## src/rtl/fptd_ctrl_pkg.sv

```systemverilog
// Shared types for the FPTD section controller.
// Phase encoding matches the Enable pin seen by the section stages.
package fptd_ctrl_pkg;

  typedef enum logic [2:0] {
    IDLE   = 3'd0,
    CLEAR  = 3'd1,
    RUN    = 3'd2,
    REPLAY = 3'd3,
    FLUSH  = 3'd4,
    DONE   = 3'd5
  } seq_state_t;

  localparam logic PHASE_EVEN = 1'b1;
  localparam logic PHASE_ODD  = 1'b0;

endpackage

```

## src/rtl/fptd_sat_counter.sv

```systemverilog
// Saturating up-counter with synchronous clear.
// Holds at all-ones once reached; clear has priority over increment.
module fptd_sat_counter #(
  parameter int W = 8
) (
  input  logic         clk,
  input  logic         rst,
  input  logic         clr,
  input  logic         inc,
  output logic [W-1:0] count
);

  always_ff @(posedge clk) begin
    if (rst || clr) begin
      count <= '0;
    end else if (inc && (count != '1)) begin
      count <= count + W'(1);
    end
  end

endmodule

```

## src/rtl/fptd_section_sequencer.sv

```systemverilog
// Phase/clear sequencer for one pipelined FPTD section.
// Replays a phase on razor error, then flushes and reports done.
module fptd_section_sequencer
  import fptd_ctrl_pkg::*;
#(
  parameter int ITER_W     = 6,
  parameter int FLUSH_CYC  = 4,
  parameter int MAX_REPLAY = 3,
  parameter int RCNT_W     = 8
) (
  input  logic              Clock,
  input  logic              Reset,
  input  logic              start,
  input  logic [ITER_W-1:0] num_iter,
  output logic              ready,
  input  logic              Error_current_Alpha,
  input  logic              Error_current_be1,
  output logic              Enable,
  output logic              nClear,
  output logic [ITER_W-1:0] iter_idx,
  output logic [RCNT_W-1:0] replay_count,
  output logic              done,
  output logic              abort
);

  localparam int IRW =
    (MAX_REPLAY > 0) ? $clog2(MAX_REPLAY + 1) : 1;
  localparam int FW =
    (FLUSH_CYC > 1) ? $clog2(FLUSH_CYC) : 1;
  localparam logic [IRW-1:0] IR_MAX =
    IRW'(MAX_REPLAY);
  localparam logic [FW-1:0] FL_LAST =
    FW'(FLUSH_CYC - 1);

  seq_state_t        state_q;
  seq_state_t        state_d;
  logic              enable_d;
  logic              nclear_d;
  logic              done_d;
  logic              abort_d;
  logic              ret_flush;
  logic              ret_flush_d;
  logic [ITER_W-1:0] num_q;
  logic [ITER_W-1:0] num_d;
  logic [ITER_W-1:0] iter_d;
  logic [ITER_W-1:0] iter_nxt;
  logic [FW-1:0]     flush_cnt;
  logic [FW-1:0]     flush_d;
  logic [IRW-1:0]    ir_cnt;
  logic              rc_clr;
  logic              rc_inc;
  logic              ir_clr;
  logic              ir_inc;
  logic              err;

  assign err      = Error_current_Alpha | Error_current_be1;
  assign iter_nxt = iter_idx + ITER_W'(1);

  always_comb begin
    state_d     = state_q;
    enable_d    = Enable;
    nclear_d    = nClear;
    iter_d      = iter_idx;
    done_d      = 1'b0;
    abort_d     = 1'b0;
    num_d       = num_q;
    flush_d     = flush_cnt;
    ret_flush_d = ret_flush;
    rc_clr      = 1'b0;
    rc_inc      = 1'b0;
    ir_clr      = 1'b0;
    ir_inc      = 1'b0;
    unique case (state_q)
      IDLE: begin
        nclear_d = 1'b0;
        enable_d = 1'b0;
        if (start) begin
          iter_d = '0;
          rc_clr = 1'b1;
          ir_clr = 1'b1;
          if (num_iter != '0) begin
            state_d = CLEAR;
            num_d   = num_iter;
          end else begin
            state_d  = DONE;
            done_d   = 1'b1;
            nclear_d = 1'b1;
          end
        end
      end
      CLEAR: begin
        state_d     = RUN;
        enable_d    = PHASE_EVEN;
        nclear_d    = 1'b1;
        ret_flush_d = 1'b0;
        flush_d     = '0;
      end
      RUN, REPLAY, FLUSH: begin
        nclear_d = 1'b1;
        if (err) begin
          if (ir_cnt == IR_MAX) begin
            state_d  = DONE;
            done_d   = 1'b1;
            abort_d  = 1'b1;
            enable_d = 1'b0;
          end else begin
            // Hold the phase so the stage recomputes it.
            state_d = REPLAY;
            rc_inc  = 1'b1;
            ir_inc  = 1'b1;
          end
        end else begin
          enable_d = ~Enable;
          if (!ret_flush) begin
            state_d = RUN;
            if (Enable == PHASE_ODD) begin
              iter_d = iter_nxt;
              ir_clr = 1'b1;
              if (iter_nxt == num_q) begin
                state_d     = FLUSH;
                ret_flush_d = 1'b1;
                flush_d     = '0;
              end
            end
          end else if (flush_cnt == FL_LAST) begin
            state_d  = DONE;
            done_d   = 1'b1;
            enable_d = 1'b0;
          end else begin
            state_d = FLUSH;
            flush_d = flush_cnt + FW'(1);
          end
        end
      end
      DONE: begin
        state_d  = IDLE;
        nclear_d = 1'b0;
        enable_d = 1'b0;
      end
      default: begin
        state_d  = IDLE;
        nclear_d = 1'b0;
        enable_d = 1'b0;
      end
    endcase
  end

  always_ff @(posedge Clock) begin
    if (Reset) begin
      state_q   <= IDLE;
      Enable    <= 1'b0;
      nClear    <= 1'b0;
      iter_idx  <= '0;
      done      <= 1'b0;
      abort     <= 1'b0;
      ready     <= 1'b1;
      num_q     <= '0;
      flush_cnt <= '0;
      ret_flush <= 1'b0;
    end else begin
      state_q   <= state_d;
      Enable    <= enable_d;
      nClear    <= nclear_d;
      iter_idx  <= iter_d;
      done      <= done_d;
      abort     <= abort_d;
      ready     <= (state_d == IDLE);
      num_q     <= num_d;
      flush_cnt <= flush_d;
      ret_flush <= ret_flush_d;
    end
  end

  fptd_sat_counter #(
    .W(RCNT_W)
  ) u_frame_cnt (
    .clk  (Clock),
    .rst  (Reset),
    .clr  (rc_clr),
    .inc  (rc_inc),
    .count(replay_count)
  );

  fptd_sat_counter #(
    .W(IRW)
  ) u_iter_cnt (
    .clk  (Clock),
    .rst  (Reset),
    .clr  (ir_clr),
    .inc  (ir_inc),
    .count(ir_cnt)
  );

endmodule

```

## config.mk

```make
export PLATFORM = sky130hd
export DESIGN_NAME = fptd_section_sequencer
export DESIGN_NICKNAME = d
export VERILOG_FILES = /design/src/rtl/fptd_ctrl_pkg.sv /design/src/rtl/fptd_sat_counter.sv /design/src/rtl/fptd_section_sequencer.sv
export SDC_FILE = /design/constraint.sdc
export NUM_CORES = 1
export LEC_CHECK = 0
export ABC_AREA = 0
export CAP_MARGIN = 25
export CORE_ASPECT_RATIO = 0.5
export CORE_UTILIZATION = 42
export CTS_CLUSTER_SIZE = 20
export DETAILED_ROUTE_END_ITERATION = 10
export DONT_BUFFER_PORTS = 1
export HOLD_SLACK_MARGIN = 0.15
export PLACE_DENSITY = 0.6
export SLEW_MARGIN = 20
export SYNTH_ARGS = -nofsm -noshare
export SYNTH_HDL_FRONTEND = slang
export SYNTH_SLANG_ARGS = --single-unit
```

## constraint.sdc

```tcl
create_clock -name Clock -period 2.7 [get_ports Clock]
set_input_delay 0.405 -clock Clock [delete_from_list [all_inputs] [get_ports Clock]]
set_output_delay 0.405 -clock Clock [all_outputs]
set_load 0.02 [all_outputs]
```

==> report_table.html <==
<table>
<tr><th>Metric</th><th>Value</th></tr>
<tr><th colspan="2">Synthesis</th></tr>
<tr><td>Register area share after synthesis</td><td>just under 40%</td></tr>
<tr><td>Library cell with the largest summed area after synthesis</td><td>sky130_fd_sc_hd__dfxtp_1</td></tr>
<tr><td>Register bit total from synthesis</td><td>33</td></tr>
<tr><td>Top-count cell post-synth</td><td>sky130_fd_sc_hd__dfxtp_1</td></tr>
<tr><td>Fraction of post-synthesis cell area in the top cell type by area</td><td>between 30% and 40%</td></tr>
<tr><td>Async set or reset register ratio after synthesis</td><td>0%</td></tr>
<tr><td>Number of warning messages in the yosys log</td><td>0</td></tr>
<tr><td>EDFF count, synth</td><td>0</td></tr>
<tr><td>Synth cell count leaders</td><td>33 x sky130_fd_sc_hd__dfxtp_1, 26 x sky130_fd_sc_hd__nor2_1, 14 x sky130_fd_sc_hd__a21oi_1, 14 x sky130_fd_sc_hd__xnor2_1, 12 x sky130_fd_sc_hd__nand2_1</td></tr>
<tr><td>Cell variety after synth</td><td>45</td></tr>
<tr><td>Most frequently used flop master after synthesis</td><td>sky130_fd_sc_hd__dfxtp_1</td></tr>
<tr><td>Syn nets</td><td>between 200 and 250</td></tr>
<tr><td>Mean cell area of the mapped netlist</td><td>about 9 µm²</td></tr>
<tr><td>Total standard cell area after synthesis</td><td>0.00171 mm²</td></tr>
<tr><td>Main area contributors after synthesis</td><td>sky130_fd_sc_hd__dfxtp_1 39%, sky130_fd_sc_hd__xnor2_1 7.2%, sky130_fd_sc_hd__nor2_1 5.7%, sky130_fd_sc_hd__mux2i_1 4.7%, sky130_fd_sc_hd__a21oi_1 4.1%</td></tr>
<tr><td>Number of instances in the synthesized netlist</td><td>195</td></tr>
<tr><th colspan="2">STA</th></tr>
<tr><td>Relative slew margins</td><td>59.5%</td></tr>
<tr><td>Final worst-path cycle share</td><td>80.5%</td></tr>
<tr><td>Clock skew after layout</td><td>4.65 ps</td></tr>
<tr><td>Total negative slack</td><td>0 ps</td></tr>
<tr><td>Fmax achieved</td><td>roughly 0.46 GHz</td></tr>
<tr><td>Tmin final</td><td>2170 ps</td></tr>
<tr><td>Count of pins over their slew limit</td><td>0</td></tr>
<tr><td>Slew at the pin with the worst max-slew slack</td><td>around 610 ps</td></tr>
<tr><td>Unrepaired setup endpoints after global routing</td><td>false</td></tr>
<tr><td>Count of final hold-check violations</td><td>0</td></tr>
<tr><td>Finish-stage setup viols</td><td>0</td></tr>
<tr><th colspan="2">Placement</th></tr>
<tr><td>I/O Buffers</td><td>0</td></tr>
<tr><td>Placed standard-cell area</td><td>approximately 0.0018 mm²</td></tr>
<tr><td>Routability congestion estimate from global placement</td><td>roughly 0.87</td></tr>
<tr><td>Detailed placer's ending HPWL</td><td>around 2700 µm</td></tr>
<tr><th colspan="2">Worst setup path</th></tr>
<tr><td>Capturing element type of the critical path</td><td>flip-flop</td></tr>
<tr><td>Startpoint-to-endpoint class of the critical path</td><td>reg -&gt; reg</td></tr>
<tr><td>CP max FO</td><td>11</td></tr>
<tr><td>WP data required</td><td>around 2900 ps</td></tr>
<tr><td>Worst r2r path cells</td><td>5</td></tr>
<tr><td>Arrival time of the worst setup path</td><td>2340 ps</td></tr>
<tr><td>Startpoint type of the worst setup path</td><td>flip-flop</td></tr>
<tr><th colspan="2">Clocking</th></tr>
<tr><td>Number of buffers inserted by hold repair at cts</td><td>0</td></tr>
<tr><td>Clock tree from TritonCTS</td><td>yes</td></tr>
<tr><td>Clock tree root buffer cell</td><td>sky130_fd_sc_hd__clkbuf_8</td></tr>
<tr><td>Sinks on Clock Net</td><td>33</td></tr>
<tr><td>Deepest clock path buffer count</td><td>2</td></tr>
<tr><td>Source-to-sink clock delay at the later pin of the worst-skew pair</td><td>about 280 ps</td></tr>
<tr><td>Setup fix buffers added after clock tree synthesis</td><td>0</td></tr>
<tr><td>Post-CTS resize count</td><td>0</td></tr>
<tr><td>Clock transition at the register clock pins on the worst setup and hold paths after CTS</td><td>roughly 70 ps</td></tr>
<tr><td>CTS Buf Count</td><td>5</td></tr>
<tr><td>CTS H-tree lvls</td><td>2</td></tr>
<tr><th colspan="2">Floorplan</th></tr>
<tr><td>Overall die height</td><td>approximately 47 µm</td></tr>
<tr><td>Site Rows</td><td>15</td></tr>
<tr><td>Die footprint</td><td>between 0.004 and 0.005 mm²</td></tr>
<tr><td>I/O pin total</td><td>30</td></tr>
<tr><td>Core Area</td><td>0.00366 mm²</td></tr>
<tr><td>Initial cell density of the core</td><td>about 47%</td></tr>
<tr><td>Overall die width</td><td>between 90 and 100 µm</td></tr>
<tr><th colspan="2">Drt</th></tr>
<tr><td>Via total after detailed routing</td><td>1390</td></tr>
<tr><td>Post-route antenna net violation count</td><td>0</td></tr>
<tr><td>First-pass detailed-route iteration total</td><td>4</td></tr>
<tr><td>Drt drc</td><td>0</td></tr>
<tr><td>Detail-routed via count per cell</td><td>5.58</td></tr>
<tr><td>Post-DR wirelength/cell</td><td>between 10 and 15 µm</td></tr>
<tr><td>Final wirelength</td><td>around 3700 µm</td></tr>
<tr><td>DR iter-0 viols</td><td>85</td></tr>
<tr><th colspan="2">GRT</th></tr>
<tr><td>Total global routing overflow</td><td>0</td></tr>
<tr><td>Wire length of the first global-routing pass</td><td>6080 µm</td></tr>
<tr><td>Number of antenna violations at the first check in global routing</td><td>0</td></tr>
<tr><td>Vias in the first global route</td><td>1271</td></tr>
<tr><td>Overall track demand over capacity in global routing</td><td>18.6%</td></tr>
<tr><td>Maximum number of pins on one net before global-route repair</td><td>23</td></tr>
<tr><th colspan="2">Layout</th></tr>
<tr><td>Count of inserted antenna diode cells</td><td>0</td></tr>
<tr><td>Storage cell area</td><td>between 600 and 700 µm²</td></tr>
<tr><td>Finished layout cell area</td><td>~0.0018 mm²</td></tr>
<tr><td>Area of the multi-input gates</td><td>approximately 990 µm²</td></tr>
<tr><td>Area growth from synthesis to layout</td><td>7.62%</td></tr>
<tr><td>Number of fillers in the final layout</td><td>~380</td></tr>
<tr><td>Net count of the finished layout</td><td>roughly 210</td></tr>
<tr><td>Fraction of final layout cells sized beyond drive strength 1</td><td>about a tenth</td></tr>
<tr><th colspan="2">Pwr</th></tr>
<tr><td>Worst voltage drop across the vdd grid</td><td>219 µV</td></tr>
<tr><td>Static leakage</td><td>0.646 nW</td></tr>
<tr><td>Power per cell area</td><td>roughly 570 mW/mm²</td></tr>
<tr><th colspan="2">Min path</th></tr>
<tr><td>Worst Hold Path Cells</td><td>1</td></tr>
<tr><td>Path class of the lowest-slack min-delay path</td><td>in -&gt; reg</td></tr>
<tr><th colspan="2">Run status</th></tr>
<tr><td>Outcome</td><td>completed</td></tr>
<tr><th colspan="2">Job</th></tr>
<tr><td>Total of max-cap violations</td><td>0</td></tr>
</table>
==> final timing paths <==
path                            startpoint                    to  slack (ps)
worst min register to register    num_q[3]              num_q[3]         500
worst max register to register  state_q[2]  u_frame_cnt.count[5]         530
worst min-delay path                 Reset              num_q[4]         190
worst max-delay path            state_q[2]  u_frame_cnt.count[5]         530
==> power breakdown <==
part           internal, mW  total (mW)  switching (mW)
combinational        0.0568       0.136          0.0787
sequential            0.506       0.533          0.0272
clock                 0.202       0.369           0.167
total                 0.765        1.04           0.273
==> final cells by class <==
cell class / count / share of cell area [%]
clock buffers: 7 / 4.70
multi-input cells: 152 / 54.0
well taps: 51 / 3.47
repair buffers: 3 / 1.23
flip-flops and latches: 33 / 36.0
inverters: 3 / 0.613
==> logic make-up (layout without fill, tap and decap cells) <==
| kind of cell | count (synthesis) | in the layout | synth area share (%) |
|---|---|---|---|
| AO/OA/AOI/OAI | 44 | 44 | 17.4 |
| flip-flops | 33 | 33 | 38.7 |
| AND/OR/NAND/NOR | 79 | 79 | 24.4 |
| XOR/XNOR | 17 | 17 | 8.72 |
| multiplexers | 8 | 8 | 4.69 |
| buffers and inverters | 10 | 13 | 3.15 |
| adder cells (fa/ha/maj) | 4 | 4 | 2.93 |
==> stage by stage <==
stage	std cells	worst slack [ps]	utilization [%]	hold slack (ps)	power, mW
5_1_grt	249	434	50.2	176	1.09
2_1_floorplan	195	786	-	463	0.652
4_1_cts	249	547	50.2	184	1.05
3_5_place_dp	242	558	47.8	480	0.679
6_report	249	528	50.2	192	1.04
3_3_place_gp	242	616	47.8	469	0.678
==> registers in the layout, indices dropped and copies added (netlist names), 2 cells and up <==
name / flops
u_iter_cnt.count: 2
flush_cnt: 2
u_frame_cnt.count: 8
iter_idx: 6
num_q: 6
state_q: 3
==> layer usage <==
layer | vias to the layer above | wire length, µm | GRT usage [%] | part of all wire, %
li1 | 708 | - | - | -
met1 | 645 | 1830 | 24.5 | 50
met2 | 37 | 1570 | 30.1 | 42
met3 | 0 | 297 | 7.44 | 8.1
met4 | 0 | 0 | 2.81 | 0
met5 | - | 0 | 0 | 0
==> critical path, stage by stage (launching register included) <==
cell and delay (ps):
sky130_fd_sc_hd__dfxtp_1 500, sky130_fd_sc_hd__or3b_1 490, sky130_fd_sc_hd__a211o_1 470, sky130_fd_sc_hd__nor4_1 400, sky130_fd_sc_hd__xnor2_1 160, sky130_fd_sc_hd__nor2_1 50
==> cells in the final DEF (no fill, tap or decap), types with 4 or more instances in the layout <==
cell / Yosys / routed
sky130_fd_sc_hd__mux2i_1: 8 / 8
sky130_fd_sc_hd__clkbuf_8: 0 / 6
sky130_fd_sc_hd__dfxtp_1: 33 / 33
sky130_fd_sc_hd__nor2_1: 26 / 26
sky130_fd_sc_hd__ha_1: 4 / 4
sky130_fd_sc_hd__xnor2_1: 14 / 14
sky130_fd_sc_hd__nand3_1: 8 / 8
sky130_fd_sc_hd__a21oi_1: 14 / 14
sky130_fd_sc_hd__o21ai_0: 9 / 9
sky130_fd_sc_hd__nand2_1: 12 / 12
sky130_fd_sc_hd__nor3_1: 6 / 6
(Power assumes the default switching activity.)
